$ cat config.mk
export PLATFORM = sky130hd
export DESIGN_NAME = inst_fetch_ctrl_flat
export DESIGN_NICKNAME = d
export VERILOG_FILES = /design/src/rtl/inst_fetch_ctrl_pkg.sv /design/src/rtl/inst_fetch_ctrl_if.sv /design/src/rtl/inst_fetch_ctrl_skid_fifo.sv /design/src/rtl/inst_fetch_ctrl.sv /design/src/flat_wrapper.sv
export SDC_FILE = /design/constraint.sdc
export NUM_CORES = 1
export LEC_CHECK = 0
export CORE_MARGIN = 5
export CORE_UTILIZATION = 45
export DETAILED_ROUTE_END_ITERATION = 8
export MAX_ROUTING_LAYER = met4
export PLACE_DENSITY_LB_ADDON = 0.12
export SYNTH_ARGS = -nofsm -noshare
export SYNTH_HDL_FRONTEND = slang
export SYNTH_SLANG_ARGS = --single-unit
$ cat constraint.sdc
create_clock -name clk -period 2 [get_ports clk]
set_input_delay 0.4 -clock clk [delete_from_list [all_inputs] [get_ports clk]]
set_output_delay 0.4 -clock clk [all_outputs]
set_load 0.05 [all_outputs]
$ cat src/rtl/inst_fetch_ctrl_pkg.sv
// Shared definitions for the instruction-fetch sequencer.
package inst_fetch_ctrl_pkg;
  typedef enum logic [1:0] {
    FETCH_IDLE  = 2'd0,
    FETCH_RUN   = 2'd1,
    FETCH_FAULT = 2'd2
  } fetch_state_e;

  localparam int          INST_BYTES   = 4;
  localparam logic [31:0] RESET_PC_DEF = 32'h0;
endpackage

$ cat src/rtl/inst_fetch_ctrl_if.sv
// Fetch-to-decode handshake: one instruction word per valid/ready transfer.
interface inst_fetch_ctrl_if #(
  parameter int AW = 32,
  parameter int IW = 32
);
  logic          out_valid;
  logic          out_ready;
  logic [AW-1:0] out_pc;
  logic [IW-1:0] out_inst;
  logic          out_fault;

  modport master (output out_valid, out_pc, out_inst, out_fault, input out_ready);
  modport slave  (input out_valid, out_pc, out_inst, out_fault, output out_ready);
endinterface

$ cat src/rtl/inst_fetch_ctrl_skid_fifo.sv
// Two-entry skid FIFO holding captured fetch words; flush wins over push/pop.
module fetch_skid_fifo #(
  parameter int W = 65
) (
  input  logic         clk,
  input  logic         rst_n,
  input  logic         push,
  input  logic [W-1:0] push_data,
  input  logic         pop,
  input  logic         flush,
  output logic [1:0]   count,
  output logic [W-1:0] head
);
  logic [1:0][W-1:0] mem_q, mem_d;
  logic              rd_ptr_q, rd_ptr_d;
  logic [1:0]        count_q, count_d;
  logic              wr_ptr;

  assign wr_ptr = rd_ptr_q ^ count_q[0];
  assign head   = mem_q[rd_ptr_q];
  assign count  = count_q;

  always_comb begin
    mem_d    = mem_q;
    rd_ptr_d = rd_ptr_q;
    count_d  = count_q;
    if (flush) begin
      count_d = 2'd0;
    end else begin
      if (push) mem_d[wr_ptr] = push_data;
      if (pop)  rd_ptr_d = ~rd_ptr_q;
      count_d = count_q + {1'b0, push} - {1'b0, pop};
    end
  end

  always_ff @(posedge clk or negedge rst_n) begin
    if (!rst_n) begin
      mem_q    <= '0;
      rd_ptr_q <= 1'b0;
      count_q  <= 2'd0;
    end else begin
      mem_q    <= mem_d;
      rd_ptr_q <= rd_ptr_d;
      count_q  <= count_d;
    end
  end

  a_no_overflow: assert property (@(posedge clk) disable iff (!rst_n)
    !(push && !flush && count_q == 2'd2));
  a_no_underflow: assert property (@(posedge clk) disable iff (!rst_n)
    !(pop && !flush && count_q == 2'd0));
endmodule

$ cat src/rtl/inst_fetch_ctrl.sv
// Instruction-fetch sequencer: owns the PC, issues reads to a 1-cycle inst_mem,
// and hands words to decode through a 2-entry skid buffer with redirect/fault handling.
module inst_fetch_ctrl
  import inst_fetch_ctrl_pkg::*;
#(
  parameter int            AW       = 32,
  parameter int            IW       = 32,
  parameter int            DEPTH    = 16,
  parameter logic [AW-1:0] RESET_PC = AW'(RESET_PC_DEF)
) (
  input  logic               clk,
  input  logic               rst_n,
  input  logic               fetch_en,
  input  logic               redirect_valid,
  input  logic [AW-1:0]      redirect_pc,
  output logic [AW-1:0]      mem_raddr,
  input  logic [IW-1:0]      mem_inst,
  inst_fetch_ctrl_if.master  dec,
  output logic               busy
);
  localparam int            W       = AW + IW + 1;
  localparam logic [AW-1:0] HI_MASK = {AW{1'b1}} << (DEPTH + 2);

  fetch_state_e  state_q, state_d;
  logic [AW-1:0] fetch_pc_q, fetch_pc_d;
  logic [AW-1:0] issued_pc_q, issued_pc_d;
  logic          issued_bad_q, issued_bad_d;
  logic          inflight_q, inflight_d;
  logic          squash_q, squash_d;

  logic [1:0]    count;
  logic [2:0]    occ;
  logic          bad, issue, capture, out_valid, pop, fifo_push, fifo_pop;
  logic [IW-1:0] cap_inst;
  logic [W-1:0]  cap_word, fifo_head, head;

  assign mem_raddr = fetch_pc_q;
  assign bad       = (fetch_pc_q[1:0] != 2'b00) | ((fetch_pc_q & HI_MASK) != '0);

  // The returning word is presented straight from inst_mem when the buffer is
  // empty, so a streaming consumer sees one word per cycle with no extra stage.
  assign capture   = inflight_q & ~squash_q;
  assign cap_inst  = issued_bad_q ? '0 : mem_inst;
  assign cap_word  = {issued_pc_q, cap_inst, issued_bad_q};
  assign head      = (count != 2'd0) ? fifo_head : cap_word;
  assign out_valid = (count != 2'd0) | capture;
  assign pop       = out_valid & dec.out_ready;
  assign fifo_pop  = pop & (count != 2'd0);
  assign fifo_push = capture & ~redirect_valid & ~(pop & (count == 2'd0));

  assign occ   = {1'b0, count} + {2'b00, inflight_q};
  // A faulting word in flight blocks further issue until it reaches the buffer.
  assign issue = (state_q == FETCH_RUN) & ~redirect_valid & ~(inflight_q & issued_bad_q)
               & (occ < (3'd2 + {2'b00, pop}));

  assign dec.out_valid = out_valid;
  assign {dec.out_pc, dec.out_inst, dec.out_fault} = out_valid ? head : '0;
  assign busy = (state_q != FETCH_IDLE) | (count != 2'd0) | inflight_q;

  fetch_skid_fifo #(.W(W)) u_skid (
    .clk       (clk),
    .rst_n     (rst_n),
    .push      (fifo_push),
    .push_data (cap_word),
    .pop       (fifo_pop),
    .flush     (redirect_valid),
    .count     (count),
    .head      (fifo_head)
  );

  always_comb begin
    state_d      = state_q;
    fetch_pc_d   = fetch_pc_q;
    issued_pc_d  = issued_pc_q;
    issued_bad_d = issued_bad_q;
    inflight_d   = 1'b0;
    squash_d     = 1'b0;
    if (redirect_valid) begin
      fetch_pc_d = redirect_pc;
      squash_d   = inflight_q;
      if (state_q == FETCH_FAULT) state_d = fetch_en ? FETCH_RUN : FETCH_IDLE;
    end else begin
      if (issue) begin
        inflight_d   = 1'b1;
        issued_pc_d  = fetch_pc_q;
        issued_bad_d = bad;
        if (!bad) fetch_pc_d = fetch_pc_q + AW'(INST_BYTES);
      end
      if (capture && issued_bad_q) begin
        state_d = FETCH_FAULT;
      end else begin
        case (state_q)
          FETCH_IDLE: if (fetch_en)  state_d = FETCH_RUN;
          FETCH_RUN:  if (!fetch_en) state_d = FETCH_IDLE;
          default:    ;
        endcase
      end
    end
  end

  always_ff @(posedge clk or negedge rst_n) begin
    if (!rst_n) begin
      state_q      <= FETCH_IDLE;
      fetch_pc_q   <= RESET_PC;
      issued_pc_q  <= '0;
      issued_bad_q <= 1'b0;
      inflight_q   <= 1'b0;
      squash_q     <= 1'b0;
    end else begin
      state_q      <= state_d;
      fetch_pc_q   <= fetch_pc_d;
      issued_pc_q  <= issued_pc_d;
      issued_bad_q <= issued_bad_d;
      inflight_q   <= inflight_d;
      squash_q     <= squash_d;
    end
  end
endmodule
$ cat src/flat_wrapper.sv
// flat-port wrapper written by rule: the top's interface ports become plain ports
module inst_fetch_ctrl_flat import inst_fetch_ctrl_pkg::*;
#(
  parameter int            AW       = 32,
  parameter int            IW       = 32,
  parameter int            DEPTH    = 16,
  parameter logic [AW-1:0] RESET_PC = AW'(RESET_PC_DEF)
)
  (clk, rst_n, fetch_en, redirect_valid, redirect_pc, mem_raddr, mem_inst, busy, dec_out_valid, dec_out_pc, dec_out_inst, dec_out_fault, dec_out_ready);
  inst_fetch_ctrl_if #(.AW(AW), .IW(IW)) dec_i ();
  input  logic clk;
  input  logic rst_n;
  input  logic fetch_en;
  input  logic redirect_valid;
  input  logic [AW-1:0] redirect_pc;
  output logic [AW-1:0] mem_raddr;
  input  logic [IW-1:0] mem_inst;
  output logic busy;
  output wire logic [$bits(dec_i.out_valid)-1:0] dec_out_valid;
  output wire logic [$bits(dec_i.out_pc)-1:0] dec_out_pc;
  output wire logic [$bits(dec_i.out_inst)-1:0] dec_out_inst;
  output wire logic [$bits(dec_i.out_fault)-1:0] dec_out_fault;
  input wire logic [$bits(dec_i.out_ready)-1:0] dec_out_ready;
  assign dec_out_valid = dec_i.out_valid;
  assign dec_out_pc = dec_i.out_pc;
  assign dec_out_inst = dec_i.out_inst;
  assign dec_out_fault = dec_i.out_fault;
  assign dec_i.out_ready = dec_out_ready;
  inst_fetch_ctrl #(.AW(AW), .IW(IW), .DEPTH(DEPTH), .RESET_PC(RESET_PC)) u_core (.clk(clk), .rst_n(rst_n), .fetch_en(fetch_en), .redirect_valid(redirect_valid), .redirect_pc(redirect_pc), .mem_raddr(mem_raddr), .mem_inst(mem_inst), .dec(dec_i), .busy(busy));
endmodule
After elaboration in Yosys (flattened, before gate mapping) --
Index checks and enable logic that the tools add are counted.
Operators by class: $add $sub $neg 5, $lt $le $gt $ge 4, equality and inequality tests 6, mux-type cells 22, bitwise operators 20, reductions and logical operators 15
Operators by type and width (number):
- 65-bit 2-to-1 mux | 5
- 130-bit bitwise mux | 1
- 32-bit 2-to-1 mux | 4
- 65-bit demux with 1-bit select | 1
- 32-bit by 3-bit adder with 32-bit output (second input constant) | 1
- 32-bit nonzero test | 1
- 2-bit 2-to-1 mux | 6
- 1-bit bitwise AND | 10
- 2-bit AND reduction | 4
- 2-bit nonzero test | 4
- 1-bit NOT | 5
- 2-bit logical NOT | 2
- 1-bit by 2-bit < comparator with 1-bit output (second input constant) | 2
- 1-bit 2-to-1 mux | 4
- 4-bit by 3-bit inequality test with 1-bit output (second input constant) | 1
- 4-bit inequality test (second input constant) | 1
- 1-bit OR | 4
- 2-bit case mux with 2 select lines | 1
- 4-bit AND reduction | 1
- 4-bit nonzero test | 1
- 2-bit by 1-bit adder with 3-bit output | 1
- 2-bit by 1-bit adder with 3-bit output (first input constant) | 1
- 3-bit < comparator | 1
- 2-bit by 1-bit adder with 2-bit output | 1
- 8 further kinds | 9
Storage, ports and cells: register bits 202, bits of input ports 69, output and inout port bits 99

Depth between registers and ports, before layout --
Gate-level depths: netlist of run 1.
word-level depth 10, mapped depth 9, gate-level depth less buffers 9

Cells and area by module --
Synthesis of run 1 repeated with hierarchy kept, for this count alone.
Second synthesis, totals: cells, all modules 724, area total of the unflattened synthesis 9764.4 um^2
Modules (own cells, without submodules):
- fetch_skid_fifo | instances 1, cells each 363, area an instance 5773.0 um^2
- inst_fetch_ctrl | instances 1, cells each 361, area an instance 3991.3 um^2

Worst setup path before layout of run 1 --
Ideal clock, no wire load.
kind register -> output, from register u_core.u_skid.rd_ptr_q, to output dec_out_pc[24], arrival time 2.172 ns, slack -0.572 ns, cell stages (with the launch flop) 6, path buffers 3, cells stage by stage dfrtp_1 > clkbuf_1 > buf_2 > buf_2 > mux2i_1 > o21ai_0
Between the ends: longest elaborated chain between the ends 4
RTL lines:
- from (decl) | line inst_fetch_ctrl_skid_fifo.sv:15 | logic rd_ptr_q, rd_ptr_d;
- from (signal assigned) | line inst_fetch_ctrl_skid_fifo.sv:43 | rd_ptr_q <= rd_ptr_d;
- 65-bit 2-to-1 mux (implied by the code) (2 in a row) | line inst_fetch_ctrl_skid_fifo.sv:20 | assign head = mem_q[rd_ptr_q];
- 65-bit 2-to-1 mux | line inst_fetch_ctrl.sv:45 | assign head = (count != 2'd0) ? fifo_head : cap_word;
- 65-bit 2-to-1 mux | line inst_fetch_ctrl.sv:57 | assign {dec.out_pc, dec.out_inst, dec.out_fault} = out_valid ? head : '0;
- to (decl) | line flat_wrapper.sv:20 | output wire logic [$bits(dec_i.out_pc)-1:0] dec_out_pc;
Every way passes these cells. The select of a mux whose other input is x is not followed.

Worst setup path after layout of run 1 --
from register u_core.u_skid.count_q[0], in the netlist u_core.u_skid.count[0], to output dec_out_pc[7]
Between the ends: longest elaborated chain between the ends 3, elaborated cells between the ends (all ways) 4
RTL lines:
- from (decl) | line inst_fetch_ctrl_skid_fifo.sv:16 | logic [1:0] count_q, count_d;
- from (signal assigned) | line inst_fetch_ctrl_skid_fifo.sv:44 | count_q <= count_d;
- 2-bit nonzero test (*) | line inst_fetch_ctrl.sv:45, inst_fetch_ctrl.sv:46
- 65-bit 2-to-1 mux / 1-bit OR (equally long branches) | line inst_fetch_ctrl.sv:45, inst_fetch_ctrl.sv:46
- 65-bit 2-to-1 mux (*) | line inst_fetch_ctrl.sv:57
Every way passes the cells marked *; elsewhere a longest branch is shown, timed or not.

==> results.yml, run 1 <==
route:
  vias_per_cell: 5.54
  dr.pass1.iters: 4
  vias: 7729
  wl_per_cell_um: 21.0
  drc: 0
  drt-initial-drc-count: 436
  final_antenna_net_count: 0
  routed_wl_um: 29400
run_status:
  violations: "negative setup slack"
  status: "finished with violations"
final_layout:
  nNetsFinal: 1184
  final_design_area_no_fill_sq_mm: 0.0158
  multi_input_area_sq_mm: 0.00541
  area_growth_pct: 68.3
  antennaDiodeCount: 0
  drive_above_1_share: 0.453
  layoutNonFillerInstCount: 1396
  nFillCells: 1252
  register_area_sq_mm: 0.00508
  fin_util: 0.774
setup_path:
  cp-end-kind: "output port"
  required_ps: 1600
  start_kind: "flop"
  path_class: "reg2out"
  crit_fanout: 7
  arrival_ps: 1980
sta:
  worst_pin_slew_ps: 493
  skew_ps: 16.0
  fin_crit_sh: 1.19
  hold_viol: 0
  setup_viol: 184
  rsz0062_at_grt: "yes"
  min_period_ps: 2380
  fin_ws_ps: -379
  maxSlewHeadroom: 0.671
  finalMaxSlewViolations: 0
  timing.fmax_ghz: 0.420
die:
  rows: 52
  chipWidth_um: 155
  die-area_sq_mm: 0.0239
  die_h_um: 155
  io_pins: 168
  start_util: 0.460
  design.core.area_sq_mm: 0.0204
synth:
  syn-instance-count: 839
  ys_dominant_reg_cell: "dfrtp_1"
  syn-num-nets: 913
  synth_cell_type_count: 49
  syn_avg_cell_area_sq_um: 11.2
  ys_seq_elements: 202
  synth_edf_count: 0
  async_flop_share: 1.00
  yosysSeqAreaShare: 0.538
  syn_area_sq_mm: 0.00940
  ys_warn_count: 0
placement:
  globalplace.congestion: 0.815
  port_buffers: 167
  dpl_cell_area_sq_mm: 0.0132
  dp_hpwl_um: 16900
  dp.cells: 1295
clocking:
  cts_made_buffers: 23
  clock_latency_ps: 510
  cts.clk_slew.worst_paths_ps: 60
  cts_htree_levels: 1
  clockBufferDepth: 3
  root_buffer: "clkbuf_16"
  cts_tree: "built"
  clkSinkCount: 202
global_routing:
  antenna_found_initial: 0
  grt_pass1_vias: 7663
  grt_pass1_wl_um: 41600
  gr-total-overflow: 0
  track_usage: 0.218
  grt_max_degree: 55
power_and_ir_drop:
  power.total_mw: 13.4
  vdd_drop_max_uv: 692
  p_leak_nw: 7.08
  power_density_mw_per_mm2: 845
job:
  drv_cap: 0
min_path:
  hold_path.class: "in2async"
==> per-layer routing <==
metal  track usage  share of wire
met1         0.290           0.43
met2         0.358           0.50
met3        0.0316          0.047
met4        0.0509          0.024
met5             -              0
==> cell usage in the layout (no fill, tap or decap), drive strengths merged, types with 2 or more instances in the layout <==
| cell type | count |
|---|---|
| buf | 210 |
| nor2b | 3 |
| nand4 | 2 |
| nand2 | 118 |
| a31oi | 8 |
| mux2i | 70 |
| o31ai | 2 |
| xor2 | 3 |
| a21oi | 3 |
| clkdlybuf4s50 | 67 |
| and3 | 3 |
| a211oi | 2 |
| nor3 | 5 |
| or4 | 5 |
| o21ai | 107 |
| nand2b | 34 |
| a221o | 2 |
| dlygate4sd2 | 9 |
| and2 | 5 |
| dfrtp | 202 |
| nand3 | 5 |
| nand4b | 5 |
| ha | 5 |
| and4 | 2 |
| clkbuf | 51 |
| o22ai | 33 |
| o221a | 2 |
| clkinv | 3 |
| nor2 | 19 |
| mux2 | 114 |
| inv | 12 |
==> metrics by stage <==
| step | setup WS [ps] | hold slack, ps | TNS [ps] |
|---|---|---|---|
| after floorplan | -254 | 104 | -1810 |
| after global placement | -235 | 408 | -16250 |
| after detailed placement | -304 | 405 | -24010 |
| after CTS | -340 | 430 | -23960 |
| after global routing | -460 | 452 | -51280 |
| final | -379 | 445 | -42390 |
==> cell families (layout without fill, tap and decap cells) <==
kind of cell,Yosys count,in the layout,synth area share
AOI/OAI and AO/OA,167,167,0.102
muxes,184,184,0.211
DFF,202,202,0.538
adders and majority gates,5,5,0.00666
xor gates and xnor gates,4,4,0.00373
buffers and inverters,68,355,0.0305
and+or+nand+nor,209,209,0.108
==> flip-flops by register name, summed over array words and instances (netlist names) <==
name / cells
u_core.u_skid.count: 2
u_core.issued_bad_q: 1
u_core.mem_raddr: 32
u_core.squash_q: 1
u_core.u_skid.rd_ptr_q: 1
u_core.u_skid.mem_q: 130
u_core.inflight_q: 1
u_core.issued_pc_q: 32
u_core.state_q: 2
==> power breakdown <==
| group | total (mW) | switching, mW | internal (mW) |
|---|---|---|---|
| Sequential | 4.39 | 0.172 | 4.22 |
| Combinational | 4.87 | 2.55 | 2.32 |
| Clock | 4.10 | 1.66 | 2.44 |
==> what timing repair did <==
| action | in CTS | in global routing |
|---|---|---|
| pin swaps | 12 | 46 |
| gates resized for setup | 100 | 145 |
| cloned | 6 | 17 |
| buffers inserted | 15 | 27 |
| hold buffers | 1 | 0 |
| setup endpoints to repair | 136 | 196 |
| endpoints found under the hold margin | 48 | 0 |
==> cell type report <==
type,instances,area share
clock buffers,35,0.0424
clock inverters,6,0.00396
inverters,10,0.00253
multi-input cells,569,0.342
flip-flops and latches,202,0.321
well taps,270,0.0214
repair buffers,304,0.266
==> worst max-delay path: stages, from the launching register on <==
cell and delay, ps:
dfrtp_1 400, buf_6 130, buf_6 110, nor3_4 150
buf_6 190, clkbuf_16 160, nand2_1 80, o21ai_4 80
buf_12 150
==> synthesized netlist by cell type (all sizes together) (2+ instances only) <==
| master | number | area, sq um |
|---|---|---|
| nand4 | 2 | 12.5 |
| a31oi | 8 | 50.1 |
| a211oi | 2 | 15.0 |
| or4 | 5 | 52.6 |
| nand4b | 5 | 43.8 |
| o22ai | 33 | 206 |
| o221a | 2 | 22.5 |
| nand2b | 34 | 213 |
| nand3 | 5 | 25.0 |
| buf | 22 | 114 |
| nand2 | 118 | 443 |
| nor2 | 19 | 88.8 |
| and2 | 5 | 31.3 |
| nor2b | 3 | 18.8 |
| mux2 | 114 | 1280 |
| dfrtp | 202 | 5050 |
| clkbuf | 36 | 135 |
| nor3 | 5 | 30.0 |
| and3 | 3 | 18.8 |
| o21ai | 107 | 536 |
| a21oi | 3 | 15.0 |
| mux2i | 70 | 701 |
| ha | 5 | 62.6 |
| and4 | 2 | 17.5 |
| inv | 10 | 37.5 |
| o31ai | 2 | 15.0 |
| xor2 | 3 | 26.3 |
| a221o | 2 | 20.0 |
==> worst paths after layout <==
kind,startpoint,to,slack [ps],cells after the start
worst max-delay path,u_core.u_skid.count[0],dec_out_pc[7],-380,8
worst min-delay path,rst_n,u_core.u_skid.mem_q[74],450,2
worst max register to register,u_core.u_skid.count[0],u_core.mem_raddr[4],-310,10
worst min register to register,u_core.u_skid.mem_q[16],u_core.u_skid.mem_q[16],480,2
max in group asynchronous,rst_n,u_core.mem_raddr[5],950,3
min in group clk,redirect_pc[14],u_core.mem_raddr[14],450,3
No activity file was read; power rests on OpenSTA's default activity.
==> run 2, diff against run 1 <==
- PLACE_DENSITY: not set -> 0.73
- PLACE_DENSITY_LB_ADDON: 0.12 -> not set
==> run 2 against run 1 <==
Net effect: the flow still finishes with violations (negative setup slack); clock power grew 1%; combinational power grew 15%; via count grew 12%; die area is the same; first-iteration DRC count increased by 46%; worst setup slack worse by 97 ps; largest cell class unchanged.
==> results.yml, run 2 (synthesized netlist as in run 1, its figures left out) <==
run_status:
  status: "finished with violations"
  violations: "negative setup slack"
final_layout:
  largest_reg_flops: 130
  nFillCells: 883
  final_cell_mix: "181 x dfrtp_1, 99 x mux2_4, 99 x buf_12, 77 x buf_4, 67 x clkdlybuf4s50_1"
  regMostFlops: "u_core.u_skid.mem_q"
  area_growth_pct: 81.7
  fin_util: 0.836
  antennaDiodeCount: 0
  layoutNonFillerInstCount: 1412
  drive_above_1_share: 0.591
  nNetsFinal: 1202
  final_common_cell: "dfrtp_1"
route:
  drt-initial-drc-count: 636
  wl_per_cell_um: 27.6
  vias_per_cell: 6.11
  vias: 8625
  drc: 0
  routed_wl_um: 39000
  final_antenna_net_count: 0
  dr.pass1.iters: 5
placement:
  dp.cells: 1292
  port_buffers: 167
  dp_hpwl_um: 17100
  globalplace.congestion: 0.854
sta:
  maxSlewHeadroom: 0.654
  setup_viol: 250
  fin_ws_ps: -475
  hold_viol: 0
  worst_pin_slew_ps: 521
  fin_crit_sh: 1.24
  skew_ps: 13.5
  rsz0062_at_grt: "yes"
  timing.fmax_ghz: 0.404
  min_period_ps: 2480
  finalMaxSlewViolations: 0
setup_path:
  crit_start: "u_core.u_skid.count[0]"
  path_class: "reg2out"
  crit_fanout: 8
  regToRegSetupSlack_ps: -410
  rr_startpoint: "u_core.u_skid.count[0]"
  r2r.worst_path.cells: 9
  arrival_ps: 2080
  cp-endpoint: "dec_out_pc[31]"
  required_ps: 1600
  reg2reg_to: "u_core.mem_raddr[17]"
  start_kind: "flop"
  cp-end-kind: "output port"
power_and_ir_drop:
  vdd_drop_max_uv: 580
  clkPwrFrac: 0.292
  p_sw_frac: 0.345
  combPwrFrac: 0.396
  p_sw_mw: 4.89
  power_density_mw_per_mm2: 830
  seqPwrFrac: 0.311
  p_int_mw: 9.28
  p_leak_nw: 7.82
min_path:
  hold_path.class: "in2async"
clocking:
  clock_latency_ps: 510
  cts_made_buffers: 22
  cts_htree_levels: 1
  cts_tree: "built"
  clkSinkCount: 202
  clockBufferDepth: 3
  root_buffer: "clkbuf_16"
  cts.clk_slew.worst_paths_ps: 60
job:
  drv_cap: 0
die:
  design.core.area_sq_mm: 0.0204
  die-area_sq_mm: 0.0239
  io_pins: 168
  rows: 52
  start_util: 0.460
  chipWidth_um: 155
  die_h_um: 155
global_routing:
  track_usage: 0.237
  gr-total-overflow: 0
  grt_pass1_wl_um: 44400
  antenna_found_initial: 0
  grt_pass1_vias: 8003
  grt_max_degree: 48
==> run 2: cell types whose count changed in the layout (fill, tap and decap cells not counted), moves of 7 or more <==
cell / change
buf_6: +11
nand2_1: -63
o21ai_1: -40
mux2_1: -36
nand2_2: +9
mux2_4: +36
nand2_4: +54
o21ai_2: +28
o21ai_4: +12
clkbuf_16: +7
==> run 2: layout make-up <==
type                       count  area (sq um)  area share
sequential                   202          5080       0.298
clock buffer                  27           611      0.0358
multi-input combinational    570          6260       0.367
clock inverter                11           110     0.00645
timing repair buffer         322          4630       0.271
inverter                      10          37.5     0.00220
tap                          270           338      0.0198
==> run 2: critical path: stages, from the launching register on <==
cell and delay [ps]:
dfrtp_1 440, buf_6 160, buf_6 120, nor3_4 160, buf_6 180, buf_12 170, nand2_4 70, o21ai_4 100
buf_12 170
==> run 2: power by group through the flow <==
| stage | combinational (mW) | clock [mW] | sequential (mW) |
|---|---|---|---|
| 2_1_floorplan | 1.97 | 0 | 4.60 |
| 3_3_place_gp | 3.59 | 0 | 4.40 |
| 3_5_place_dp | 3.61 | 0 | 4.41 |
| 4_1_cts | 5.03 | 4.08 | 4.38 |
| 5_1_grt | 5.76 | 4.33 | 4.42 |
| 6_report | 5.62 | 4.14 | 4.41 |
==> run 2: through the flow <==
stage               power [mW]  setup TNS [ps]  area [sq um]  hold slack [ps]  worst slack, ps
floorplan                 6.56           -1810          9990              104             -254
finish                    14.2          -72610         17100              404             -475
global placement          7.99          -17050         13100              364             -207
global route              14.5          -75640         17100              437             -516
detailed placement        8.02          -21490         13100              363             -260
CTS                       13.5          -25410         15100              395             -379
==> run 2: worst min path at each step <==
stage                     startpoint                  endpoint
after detailed placement       rst_n  u_core.u_skid.mem_q[118]
after floorplan                rst_n         u_core.inflight_q
after global placement         rst_n  u_core.u_skid.mem_q[118]
after CTS                      rst_n      u_core.mem_raddr[16]
final                          rst_n  u_core.u_skid.mem_q[118]
after global routing           rst_n      u_core.mem_raddr[18]
==> run 2: routing by layer <==
| layer | routed length [um] | track usage |
|---|---|---|
| met1 | 14700 | 0.298 |
| met2 | 19900 | 0.407 |
| met3 | 2260 | 0.0330 |
| met4 | 2050 | 0.0580 |
| met5 | 0 | - |
==> run 2: timing repair <==
| action | CTS | global route |
|---|---|---|
| gates resized for setup | 166 | 321 |
| gates cloned | 11 | 30 |
| setup buffers | 25 | 25 |
| hold buffers | 1 | 0 |
| pin swaps | 36 | 95 |
| setup endpoints to repair | 97 | 237 |
| hold endpoints to repair | 37 | 0 |
==> RTL change (flow settings as in run 2) <==
`DEPTH` is set to 16 in 2 places; all go to 15.
--- a/src/rtl/inst_fetch_ctrl.sv
+++ b/src/rtl/inst_fetch_ctrl.sv
@@ -5,7 +5,7 @@
 #(
   parameter int            AW       = 32,
   parameter int            IW       = 32,
-  parameter int            DEPTH    = 16,
+  parameter int            DEPTH    = 15,
   parameter logic [AW-1:0] RESET_PC = AW'(RESET_PC_DEF)
 ) (
   input  logic               clk,
--- a/src/flat_wrapper.sv
+++ b/src/flat_wrapper.sv
@@ -3,7 +3,7 @@
 #(
   parameter int            AW       = 32,
   parameter int            IW       = 32,
-  parameter int            DEPTH    = 16,
+  parameter int            DEPTH    = 15,
   parameter logic [AW-1:0] RESET_PC = AW'(RESET_PC_DEF)
 )
   (clk, rst_n, fetch_en, redirect_valid, redirect_pc, mem_raddr, mem_inst, busy, dec_out_valid, dec_out_pc, dec_out_inst, dec_out_fault, dec_out_ready);
Check against the original RTL: not equivalent (Yosys sat finds a counterexample within 4 cycles, from zero or initial values and one cycle with rst_n low).
==> RTL change against run 2 <==
The run still ends with setup timing left. Via count shrank 5.2%. Setup slack worse by 20 ps. Cell area is 11% lower. Global-route usage increased by 0.24 points. Power decreased by 9.3%. Clock power down 5.1%. Count of clock-buffer cells in the layout rose by 9. Wire length decreased by 24%. Synthesized area is 0.11% lower. Sequential cell count stayed put.
==> RTL change: results <==
status:
  status: "complete, but fails checks"
  violations: "setup timing"
pwr:
  ir_drop_uv: 781.3
  p_leak_nw: 7.083
clock_network:
  cts_max_level: 1
  ctsLongestPathBuffers: 3
  clockRootBuffer: "clkbuf_16"
  clk_pin_slew_worst_paths_ps: 60
  cts_made_buffers: 22
  clk_latency_ps: 500
global_route:
  first_global_vias: 8265
  grt_use_total_pct: 23.93
  grt_max_degree: 53
  grt_pass1_wl_mm: 45.26
  grt_antenna_before_repair: 0
route:
  vias: 8178
  drt-total-wl_mm: 29.74
  drt_iter0_markers: 418
  firstDrtPassIters: 5
logic_synthesis:
  synth.area.top_cells: "dfrtp_1 (54%), mux2_2 (9.8%), nand2_1 (8.1%)"
  synth_compound_area_share_pct: 11.03
  yosys_warnings: 0
  synthFlopType: "dfrtp_1"
  yosysUniqueCellTypes: 45
  synth_adder_area_share_pct: 0.6662
  synth-xor-area-share_pct: 0.3731
  async_flop_share_pct: 100.0
  muxShareOfSynthArea_pct: 16.76
  synthTopCellsByCount: "nand2_1 (203), dfrtp_1 (202), o21ai_0 (103), mux2_2 (82), mux2i_1 (65)"
  syn-num-nets: 988
  ys_seq_area_share_pct: 53.83
finish:
  final_net_count: 1248
  largest_reg_flops: 130
  diodes: 0
  drive_gt1_share_pct: 40.17
  fillCellCount: 1254
  regMostFlops: "u_core.u_skid.mem_q"
sta:
  setup_viol: 158
  fin_skew_ps: 10.30
  worst_hold_slack_ps: 412.7
  worst-slew-pin-transition_ps: 501.9
  finalWorstSetupSlack_ps: -495.2
critical_path:
  rr_endpoint: "u_core.mem_raddr[11]"
  critPathMaxStageDelay_ps: 400
  regToRegStartpoint: "u_core.inflight_q"
  critPathTopFamily: "buffers and inverters"
  critPathMaxFanout: 4
  cp_slowest_cell: "dfrtp_1"
  reg2reg_depth: 6
  rrSetupSlack_ps: -310
  crit_arrival_ps: 2100
placed_design:
  dp_hpwl_mm: 17.72
  portBuffers: 167
  place.gp.congestion: 0.8826
min_path:
  min_path_type: "in -> async"
## RTL change: cell types whose count changed in the layout (fill, tap and decap cells not counted), moves of 10 or more
cell / delta
nand3_1: +10
mux2_2: +67
o21ai_4: -13
mux2i_2: -11
nand2_2: -21
nand2_4: -42
mux2_4: -99
clkbuf_16: -12
buf_12: -13
o21ai_0: +45
dlygate4sd2_1: +10
nand2_1: +149
o21ai_2: -32
buf_4: +10
## RTL change: area by class of cell
class,count,area (um^2),share of cell area [%]
Clock inverter,4,45.04,0.2953
Multi-Input combinational cell,636,5135,33.66
Sequential cell,202,5085,33.33
Tap cell,270,337.8,2.214
Inverter,9,38.79,0.2542
Clock buffer,36,644.4,4.224
Timing Repair Buffer,303,3970,26.02
## RTL change: timing repair
action,4_1_cts,5_1_grt
pin swaps,25,11
gates cloned,8,12
hold buffers,1,0
hold endpoints to repair,37,0
setup endpoints to repair,105,219
gates resized for setup,136,74
buffers inserted,24,11
## RTL change: cells by family after synthesis
| kind of cell | after synthesis |
|---|---|
| buf+inv | 77 |
| flops | 202 |
| simple gates | 302 |
| compound gates | 177 |
| fa+ha+maj | 5 |
| xor+xnor | 4 |
| mux | 147 |
## RTL change: layer usage
metal | global-route usage [%] | vias up | share of wire [%]
met2 | 38.12 | 313 | 49
met4 | 5.593 | 0 | 2.4
met5 | - | - | 0
met1 | 32.27 | 4095 | 42
li1 | - | 3724 | -
met3 | 4.247 | 46 | 7.0
## RTL change: worst max-delay path by stage
stage	start	cells after the start	end	slack [ps]
4_1_cts	u_core.inflight_q	10	dec_out_pc[16]	-490
5_1_grt	u_core.inflight_q	10	dec_out_pc[18]	-540
6_report	u_core.inflight_q	10	dec_out_pc[24]	-500
3_5_place_dp	dec_out_ready	8	u_core.mem_raddr[4]	-440
3_3_place_gp	dec_out_ready	6	u_core.mem_raddr[7]	-410
2_1_floorplan	u_core.squash_q	5	dec_out_pc[1]	-130
## RTL change: metrics by stage
step,setup WS [ps],utilization [%],setup TNS [ps],cell area [um^2],std cells
after floorplan,-127.5,-,-681.3,10040,914
after global placement,-408.2,64.47,-32210,13130,1370
after detailed placement,-441.5,64.47,-36230,13130,1370
after CTS,-489.5,72.14,-36040,14690,1443
after global routing,-537.3,74.91,-45550,15260,1460
final,-495.2,74.91,-39270,15260,1460
## RTL change: report_power, final
group,switching [W],total (W),internal (W),leakage (nW)
clock network,0.00161,0.00393,0.00232,0.337
logic,0.00252,0.00457,0.00205,4.07
registers,0.000132,0.00435,0.00422,2.68
total,0.00426,0.0129,0.00859,7.08
